[src/rtl/vga_console_pkg.sv]
// Shared definitions for the VGA text-console writer.
//   state_e      : top-level FSM states
//   cursor_op_e  : operations requested from the cursor block
//   ASC_*        : ASCII codes given special meaning by the console
//   TAB_STOP     : tab column spacing
//   is_printable : true for bytes that are drawn as glyphs
package vga_console_pkg;

  typedef enum logic [1:0] {
    INIT_CLR,
    IDLE,
    WRITE,
    CLR_ROW
  } state_e;

  typedef enum logic [2:0] {
    CUR_NONE,
    CUR_INC,
    CUR_NEWLINE,
    CUR_BACK,
    CUR_TAB
  } cursor_op_e;

  localparam logic [7:0] ASC_LF    = 8'h0A;
  localparam logic [7:0] ASC_CR    = 8'h0D;
  localparam logic [7:0] ASC_BS    = 8'h08;
  localparam logic [7:0] ASC_TAB   = 8'h09;
  localparam logic [7:0] ASC_SPACE = 8'h20;
  localparam logic [7:0] ASC_TILDE = 8'h7E;

  localparam int unsigned TAB_STOP = 8;

  function automatic logic is_printable(input logic [7:0] c);
    return (c >= ASC_SPACE) && (c <= ASC_TILDE);
  endfunction

endpackage

[src/rtl/vga_console_writer_cursor.sv]
// Cursor position for the text console.
//   clk_i, rst_ni : clock, asynchronous active-low reset (cursor -> (0,0))
//   op_i          : operation applied at the next rising edge
//   x_o, y_o      : current cursor column / row
//   x_next_o,
//   y_next_o      : position the cursor takes at the next edge for op_i
//   wrap_o        : op_i results in a newline (caller must clear the new row)
module console_cursor
  import vga_console_pkg::*;
#(
  parameter int unsigned COLS = 70,
  parameter int unsigned ROWS = 30
) (
  input  logic       clk_i,
  input  logic       rst_ni,
  input  cursor_op_e op_i,
  output logic [6:0] x_o,
  output logic [5:0] y_o,
  output logic [6:0] x_next_o,
  output logic [5:0] y_next_o,
  output logic       wrap_o
);

  localparam logic [6:0] XMAX  = 7'(COLS - 1);
  localparam logic [5:0] YMAX  = 6'(ROWS - 1);
  localparam logic [7:0] COLS8 = 8'(COLS);

  logic [6:0] x_q, x_d;
  logic [5:0] y_q, y_d;
  logic       wrap;
  // Next tab stop strictly right of the cursor; 8 bits because it can reach 128.
  logic [7:0] tab_x;

  assign tab_x = 8'((32'(x_q) / TAB_STOP + 1) * TAB_STOP);

  always_comb begin
    x_d  = x_q;
    y_d  = y_q;
    wrap = 1'b0;
    unique case (op_i)
      CUR_INC: begin
        if (x_q == XMAX) wrap = 1'b1;
        else             x_d  = x_q + 7'd1;
      end
      CUR_NEWLINE: wrap = 1'b1;
      CUR_BACK: begin
        if (x_q != 7'd0) x_d = x_q - 7'd1;
      end
      CUR_TAB: begin
        if (tab_x >= COLS8) wrap = 1'b1;
        else                x_d  = tab_x[6:0];
      end
      default: ;
    endcase
    // Newline wraps to the top row; there is no scrolling.
    if (wrap) begin
      x_d = 7'd0;
      y_d = (y_q == YMAX) ? 6'd0 : y_q + 6'd1;
    end
  end

  always_ff @(posedge clk_i or negedge rst_ni) begin
    if (!rst_ni) begin
      x_q <= 7'd0;
      y_q <= 6'd0;
    end else begin
      x_q <= x_d;
      y_q <= y_d;
    end
  end

  assign x_o      = x_q;
  assign y_o      = y_q;
  assign x_next_o = x_d;
  assign y_next_o = y_d;
  assign wrap_o   = wrap;

endmodule

[src/rtl/vga_console_writer.sv]
// Text-console front end driving the character video RAM write port.
//   clk, rstn          : clock, asynchronous active-low reset
//   in_valid, in_ascii : input byte stream, accepted when in_valid && in_ready
//   in_ready           : high only while idle
//   wren               : video RAM write strobe
//   w_ascii_addr_x/y   : write address; holds the cursor cell while idle
//   w_ascii            : write data
// Clears the whole screen after reset, then prints characters and handles
// newline / carriage return, backspace and tab. Every freshly entered row is
// cleared with BLANK before the next byte is accepted.
module vga_console_writer
  import vga_console_pkg::*;
#(
  parameter int unsigned COLS  = 70,
  parameter int unsigned ROWS  = 30,
  parameter logic [7:0]  BLANK = 8'h20
) (
  input  logic       clk,
  input  logic       rstn,
  input  logic       in_valid,
  input  logic [7:0] in_ascii,
  output logic       in_ready,
  output logic       wren,
  output logic [7:0] w_ascii_addr_x,
  output logic [7:0] w_ascii_addr_y,
  output logic [7:0] w_ascii
);

  localparam logic [6:0] XMAX = 7'(COLS - 1);
  localparam logic [5:0] YMAX = 6'(ROWS - 1);

  state_e     state_q, state_d;
  logic       wren_q, wren_d;
  logic       in_ready_q, in_ready_d;
  logic [6:0] ax_q, ax_d;
  logic [5:0] ay_q, ay_d;
  logic [7:0] data_q, data_d;
  // WRITE was entered for a printable byte, so the cursor advances afterwards.
  logic       adv_q, adv_d;
  // Clear scan position: next cell during INIT_CLR, current column in CLR_ROW.
  logic [6:0] clr_x_q, clr_x_d;
  logic [5:0] clr_y_q, clr_y_d;
  logic       done_q, done_d;

  cursor_op_e op;
  logic [6:0] cur_x, nx;
  logic [5:0] cur_y, ny;
  logic       wrap;
  logic       accept;

  console_cursor #(
    .COLS(COLS),
    .ROWS(ROWS)
  ) u_cursor (
    .clk_i   (clk),
    .rst_ni  (rstn),
    .op_i    (op),
    .x_o     (cur_x),
    .y_o     (cur_y),
    .x_next_o(nx),
    .y_next_o(ny),
    .wrap_o  (wrap)
  );

  assign accept = in_valid && in_ready_q;

  always_comb begin
    state_d    = state_q;
    wren_d     = 1'b0;
    in_ready_d = 1'b0;
    ax_d       = nx;
    ay_d       = ny;
    data_d     = data_q;
    adv_d      = adv_q;
    clr_x_d    = clr_x_q;
    clr_y_d    = clr_y_q;
    done_d     = done_q;
    op         = CUR_NONE;

    unique case (state_q)
      INIT_CLR: begin
        if (done_q) begin
          state_d    = IDLE;
          in_ready_d = 1'b1;
        end else begin
          wren_d = 1'b1;
          ax_d   = clr_x_q;
          ay_d   = clr_y_q;
          data_d = BLANK;
          if (clr_x_q == XMAX) begin
            clr_x_d = 7'd0;
            if (clr_y_q == YMAX) done_d  = 1'b1;
            else                 clr_y_d = clr_y_q + 6'd1;
          end else begin
            clr_x_d = clr_x_q + 7'd1;
          end
        end
      end

      IDLE: begin
        // After any accept in_ready drops for at least one cycle; for bytes
        // that produce no write this is the single idle cycle they cost.
        if (accept) begin
          if (is_printable(in_ascii)) begin
            state_d = WRITE;
            wren_d  = 1'b1;
            ax_d    = cur_x;
            ay_d    = cur_y;
            data_d  = in_ascii;
            adv_d   = 1'b1;
          end else if (in_ascii == ASC_LF || in_ascii == ASC_CR) begin
            op = CUR_NEWLINE;
          end else if (in_ascii == ASC_BS) begin
            if (cur_x != 7'd0) begin
              op      = CUR_BACK;
              state_d = WRITE;
              wren_d  = 1'b1;
              data_d  = BLANK;
              adv_d   = 1'b0;
            end
          end else if (in_ascii == ASC_TAB) begin
            op = CUR_TAB;
          end
        end else begin
          in_ready_d = 1'b1;
        end
      end

      WRITE: begin
        if (adv_q) op = CUR_INC;
        state_d    = IDLE;
        in_ready_d = 1'b1;
      end

      CLR_ROW: begin
        if (clr_x_q == XMAX) begin
          state_d    = IDLE;
          in_ready_d = 1'b1;
        end else begin
          clr_x_d = clr_x_q + 7'd1;
          wren_d  = 1'b1;
          ax_d    = clr_x_q + 7'd1;
          ay_d    = cur_y;
          data_d  = BLANK;
        end
      end

      default: state_d = INIT_CLR;
    endcase

    // Any newline starts clearing the new row in the very next cycle.
    if (wrap) begin
      state_d    = CLR_ROW;
      wren_d     = 1'b1;
      in_ready_d = 1'b0;
      ax_d       = 7'd0;
      ay_d       = ny;
      data_d     = BLANK;
      clr_x_d    = 7'd0;
    end
  end

  always_ff @(posedge clk or negedge rstn) begin
    if (!rstn) begin
      state_q    <= INIT_CLR;
      wren_q     <= 1'b0;
      in_ready_q <= 1'b0;
      ax_q       <= 7'd0;
      ay_q       <= 6'd0;
      data_q     <= BLANK;
      adv_q      <= 1'b0;
      clr_x_q    <= 7'd0;
      clr_y_q    <= 6'd0;
      done_q     <= 1'b0;
    end else begin
      state_q    <= state_d;
      wren_q     <= wren_d;
      in_ready_q <= in_ready_d;
      ax_q       <= ax_d;
      ay_q       <= ay_d;
      data_q     <= data_d;
      adv_q      <= adv_d;
      clr_x_q    <= clr_x_d;
      clr_y_q    <= clr_y_d;
      done_q     <= done_d;
    end
  end

  assign in_ready       = in_ready_q;
  assign wren           = wren_q;
  assign w_ascii_addr_x = {1'b0, ax_q};
  assign w_ascii_addr_y = {2'b00, ay_q};
  assign w_ascii        = data_q;

endmodule
[config.mk]
export PLATFORM = sky130hd
export DESIGN_NAME = vga_console_writer
export DESIGN_NICKNAME = d
export VERILOG_FILES = /design/src/rtl/vga_console_pkg.sv /design/src/rtl/vga_console_writer_cursor.sv /design/src/rtl/vga_console_writer.sv
export SDC_FILE = /design/constraint.sdc
export NUM_CORES = 1
export LEC_CHECK = 0
export CELL_PAD_IN_SITES_DETAIL_PLACEMENT = 0
export CELL_PAD_IN_SITES_GLOBAL_PLACEMENT = 1
export CORE_MARGIN = 2
export CORE_UTILIZATION = 45
export DETAILED_ROUTE_END_ITERATION = 12
export MAX_ROUTING_LAYER = met4
export PLACE_DENSITY_LB_ADDON = 0.1
export SLEW_MARGIN = 10
export SYNTH_ARGS = -nofsm -noshare
export SYNTH_HDL_FRONTEND = slang
export SYNTH_SLANG_ARGS = --single-unit
export TNS_END_PERCENT = 10
[constraint.sdc]
create_clock -name clk -period 4.94 [get_ports clk]
set_input_delay 0.494 -clock clk [delete_from_list [all_inputs] [get_ports clk]]
set_output_delay 0.494 -clock clk [all_outputs]
set_load 0.1 [all_outputs]
# Word-level counts from Yosys, hierarchy flattened
# Cells that the tools add are included.
# word_totals
mem_bits_ro	0
out_inout_bits	26
ram_bits	0
in_bits	11
latchBits	0
regBits	53
word_cells	135
mem_count	0
# classes
n_eq_ne	24
order_cmp	3
n_mul	0
n_mux	74
bitwise	2
add_sub_neg	6
reduce_logical	14
shift	0
div_mod_pow	0
# op_table
operator	n
$mux W7	13
$mux W8	8
$mux W6	7
$pmux W7 S3	2
$eq A8 B4 Y1 const B	4
$pmux W8 S3	1
$mux W1	22
$mux W2	9
$pmux W6 S3	1
$mux W3	5
$ne A3 B2 Y1 const B	5
$add A7 B1 Y7 const B	2
$eq A7 B7 Y1 const B	2
$pmux W7 S2	1
$add A6 B1 Y6 const B	2
$eq A6 B5 Y1 const B	2
$ne A4 B3 Y1 const B	3
$ge A8 B6 Y1 const B	1
$ge A8 B7 Y1 const B	1
$le A8 B7 Y1 const B	1
$pmux W2 S4	1
$reduce_and A7 Y1	1
$reduce_bool A7 Y1	1
$sub A7 B1 Y7 const B	1
21 further kinds	27

# Logic depth before layout (Yosys ltp)
# logic_depth
depth_word	14
depth_mapped	12
ltp_nobuf	9

# Cells and area by module
# From an unflattened synthesis, not the netlist that was laid out.
# unflattened
cells_unflattened	396
hier_area_um2	3737.3
# by_module_without_submodules
module	seq_area_each_um2	cells_each	area_per_inst_um2	n_inst
vga_console_writer	1002.2	247	2447.3	1
console_cursor	325.3	149	1290.0	1

# Least setup slack after synthesis
# Ideal clock, no wire load.
# synth_path
path_type	register to register
startpoint	reg in_ready_q, in the netlist in_ready
endpoint	reg ax_q[3]
n_path_buf	0
synth_period_minus_slack_ps	2781
setup_time_ps	127
t_arrival_ps	2654
t_required_ps	4813
setup_slack_ps	2159
stages_incl_launch_ff	8
cell_sequence	dfrtp_1 -> and4b_1 -> nand4_2 -> o21a_1 -> or2_4 -> o32a_1 -> o31a_1 -> a2bb2oi_1
# synth_between
elab_chain_cells	10
word_cells_on_any_way	16
classes_between	eq/ne (4); mux (11); reduce/logical (1)
# synth_lines
item	line	text
start: declaration	vga_console_writer.sv:34	logic in_ready_q, in_ready_d;
start signal: assignment	vga_console_writer.sv:178	in_ready_q <= in_ready_d;
$logic_and A1 B1 Y1 (*)	vga_console_writer.sv:65	assign accept = in_valid && in_ready_q;
$mux W3 (*)	vga_console_writer.sv:103	if (accept) begin
$pmux W3 S2 (*)	vga_console_writer.sv:80	unique case (state_q)
$eq A3 B3 Y1 (tied with other cells)	vga_console_writer_cursor.sv:40	unique case (op_i)
$pmux W7 S3 or $pmux W1 S3 (tied branches)	vga_console_writer_cursor.sv:40	
$mux W7 (*)	vga_console_writer_cursor.sv:56	if (wrap) begin
named net nx[3]	vga_console_writer.sv:46	logic [6:0] cur_x, nx;
$mux W7	vga_console_writer.sv:104	if (is_printable(in_ascii)) begin
$mux W7	vga_console_writer.sv:103	
$pmux W7 S3 (*)	vga_console_writer.sv:80	
$mux W7 (*)	vga_console_writer.sv:152	if (wrap) begin
named net ax_d[3]	vga_console_writer.sv:35	logic [6:0] ax_q, ax_d;
end signal: assignment	vga_console_writer.sv:168	ax_q <= 7'd0;
end signal: assignment	vga_console_writer.sv:179	ax_q <= ax_d;
end: declaration	vga_console_writer.sv:35	
# Mark *: on every way through the listed nets, which the timed path passes. The rest lies on a longest branch.
# A chain may end at the register's enable or synchronous reset.

# Worst setup path in the final report
# layout_path
startpoint	reg state_q[0]
endpoint	reg ay_q[3]
# layout_between
elab_chain_cells	9
word_cells_on_any_way	16
classes_between	eq/ne (6); mux (9); reduce/logical (1)
# layout_lines
item	line	text
start: declaration	vga_console_writer.sv:32	state_e state_q, state_d;
start signal: assignment	vga_console_writer.sv:176	state_q <= state_d;
$eq A2 B2 Y1 or $eq A2 B1 Y1 (tied branches)	vga_console_writer.sv:80	
$pmux W3 S2	vga_console_writer.sv:80	
$eq A3 B3 Y1 (tied with other cells)	vga_console_writer_cursor.sv:40	
$pmux W1 S3	vga_console_writer_cursor.sv:40	
$mux W6	vga_console_writer_cursor.sv:56	
$mux W6	vga_console_writer.sv:104	
$mux W6	vga_console_writer.sv:103	
$pmux W6 S3	vga_console_writer.sv:80	
$mux W6 (*)	vga_console_writer.sv:152	
named net ay_d[3]	vga_console_writer.sv:36	logic [5:0] ay_q, ay_d;
end signal: assignment	vga_console_writer.sv:180	ay_q <= ay_d;
end: declaration	vga_console_writer.sv:36	
# Marks and branches as above.

==> reports/qor.yml <==
worstSetupPathType: "reg2reg"
synth_compound_area_share_pct: 24.4
port_buffers: 33
period_minus_slack_ns: 3.69
worstPathMaxFanout: 28
powerDensity_nw_per_um2: 569
die_h_um: 94.0
startpoint: "state_q[0]"
diodes: 0
fin_hold_ws_ns: 0.297
nets: 475
rows: 32
cp-endpoint: "ay_q[3]"
grt_pass1_wl_um: 16000
yosys.area_share.xor_xnor_pct: 2.89
grt_pass1_vias: 3126
synthAdderAreaFrac_pct: 5.15
drt_iter0_drc: 215
cts_tree: "built"
cts-root-buf: "clkbuf_8"
yosysUniqueCellTypes: 70
timing.rr.start: "state_q[0]"
hold_buffers: 0
grt_max_degree: 54
cp.required_ns: 5.15
antenna_found_initial: 0
synthMuxAreaShare_pct: 0.550
gp_congestion: 0.938
pre_cts_slack_ns: 1.22
synthCells: 429
core_um2: 7770
leakage_uw: 0.00177
synth-simple-area-share_pct: 25.5
grt_overflow: 0
synth_warnings: 0
vias_per_cell: 6.09
rr_endpoint: "ay_q[3]"
setup_ws_ns: 1.25
ctsResizeCount: 0
fmax_mhz: 271
slew_violations: 0
yosysMostFrequentCell: "dfrtp_1"
setup_tns_ns: 0
clkSlewWorstSetupHoldPaths_ns: 0.11
synth_area_leader_cell: "dfrtp_1"
crit_arrival_ns: 3.90
drc: 0
ant_nets: 0
synth_edf_count: 0
crit_path_end_kind: "flop"
rrSetupSlack_ns: 1.25
fin_skew_ns: 0.00973
drt_first_pass_iters: 5
rsz0062_at_grt: "no"
grt_usage_pct: 23.7
maxSlewHeadroom_pct: 21.1
synthTopCellsByCount: "52 x dfrtp_1, 40 x nor2_1, 37 x nand2_1, 28 x a21oi_1, 23 x nand3_1"
htreeDepth: 2
min_path_type: "in2async"
die_area_um2: 8830
dieWidth_um: 94.0
synth_top_family_by_area: "simple AND/OR/NAND/NOR gates"
start_kind: "flop"
post-cts-setup-buffers: 0
synth_area_per_cell_um2: 8.49
clk_latency_ns: 0.32
finalHoldViolCount: 0
timing.final.crit_share_pct: 74.7
cts_buffers: 5
async_reset_ff_share_pct: 100
tightest_slew_ns: 1.18
drive_above_1_share_pct: 5.33
peakVddDrop_mv: 0.379
reg2reg_depth: 8
wl_um: 9520
synth_top_cells_by_area: "dfrtp_1 36%, ha_1 5.2%, nor2_1 4.1%"
stdcell_count: 552
ioPinCount: 37
synthesis.area_um2: 3640
yosysSeqAreaShare_pct: 36.5
vias: 3364
synth_flop_cell: "dfrtp_1"
cts_buffer_depth: 2
fin_total_pwr_uw: 2330
status: "complete, no violations"
wire_per_inst_um: 17.2
dp_hpwl_um: 6940
synth_seq_cells: 53
start_util_pct: 46.9
yosys.area.top_type_share_pct: 35.7
drv_cap: 0
cts.sinks: 53
n_fill_cell: 757
dp_cells: 544
setup_viol: 0
syn2layout_area_growth_pct: 12.6
-- where the power goes --
group          leakage (uW)  switching (uW)  internal (uW)  total (uW)
Combinational       0.00105             959            404        1360
Clock             0.0000452             157            104         261
Sequential         0.000682             150            559         709
-- cell families after synthesis --
logic type / count (synthesis)
mux: 2
flops: 53
other cells: 1
fa+ha+maj: 15
xor+xnor: 12
buf+inv: 41
compound gates: 129
simple gates: 176
-- per-stage QoR --
stage	cell area, um^2	util [%]
floorplan	3650	-
global placement	4010	51.6
detailed placement	4010	51.6
CTS	4100	52.8
global route	4100	52.8
finish	4100	52.8
-- metal layers --
metal	track usage, %	up-vias	wire [um]
li1	-	1626	-
met1	34.6	1629	4700
met2	35.2	100	4260
met3	2.97	9	483
met4	5.56	0	77
met5	-	-	0
-- flip-flops by register name (all words and copies together) (netlist names) --
register / cells
u_cursor.x_o: 7
ay_q: 6
state_q: 2
w_ascii: 8
clr_x_q: 7
u_cursor.y_o: 6
done_q: 1
in_ready: 1
clr_y_q: 6
wren: 1
ax_q: 7
adv_q: 1
-- area by class of cell --
| cell class | count | area [um^2] | area share [%] |
|---|---|---|---|
| multi-input cells | 337 | 2140 | 52.3 |
| flip-flops and latches | 53 | 1330 | 32.4 |
| repair buffers | 36 | 348 | 8.48 |
| well taps | 102 | 128 | 3.11 |
| clock buffers | 5 | 68.8 | 1.68 |
| inverters | 16 | 60.1 | 1.46 |
| clock inverters | 3 | 25.0 | 0.610 |
-- cell usage in the layout (no fill, tap or decap), drive strengths merged, types with 3 or more instances in the layout --
cell type / n
nand3: 23
inv: 18
ha: 15
nand2b: 5
a31oi: 5
buf: 4
a211o: 4
a21oi: 30
a22oi: 5
clkbuf: 5
a221o: 4
a21o: 6
xor2: 3
o22ai: 7
nor2: 40
a211oi: 5
a221oi: 5
o31a: 3
o21ai: 27
clkdlybuf4s50: 32
and4: 3
and2: 7
or3: 4
dfrtp: 52
o21a: 3
nand4: 10
nand2: 37
nand3b: 3
xnor2: 9
conb: 3
o221ai: 3
nor3: 17
or2: 3
nor2b: 4
and3: 8
-- critical path, stage by stage, from the launching register on --
cell and delay (ns):
dfrtp_1 0.42, inv_1 0.11, ha_1 0.62, nand3_1 0.44, nor2_1 0.33, a221o_1 0.99
a31oi_1 0.19, o2bb2ai_1 0.19, a211o_1 0.27
-- how the worst min path moves through the flow --
| stage | to | slack (ns) |
|---|---|---|
| after CTS | w_ascii[7] | 0.32 |
| final | w_ascii[1] | 0.30 |
| after global routing | w_ascii[3] | 0.36 |
| after global placement | w_ascii[5] | 0.45 |
| after floorplan | adv_q | 0.20 |
| after detailed placement | w_ascii[5] | 0.46 |
No activity file was read; power rests on OpenSTA's default activity.
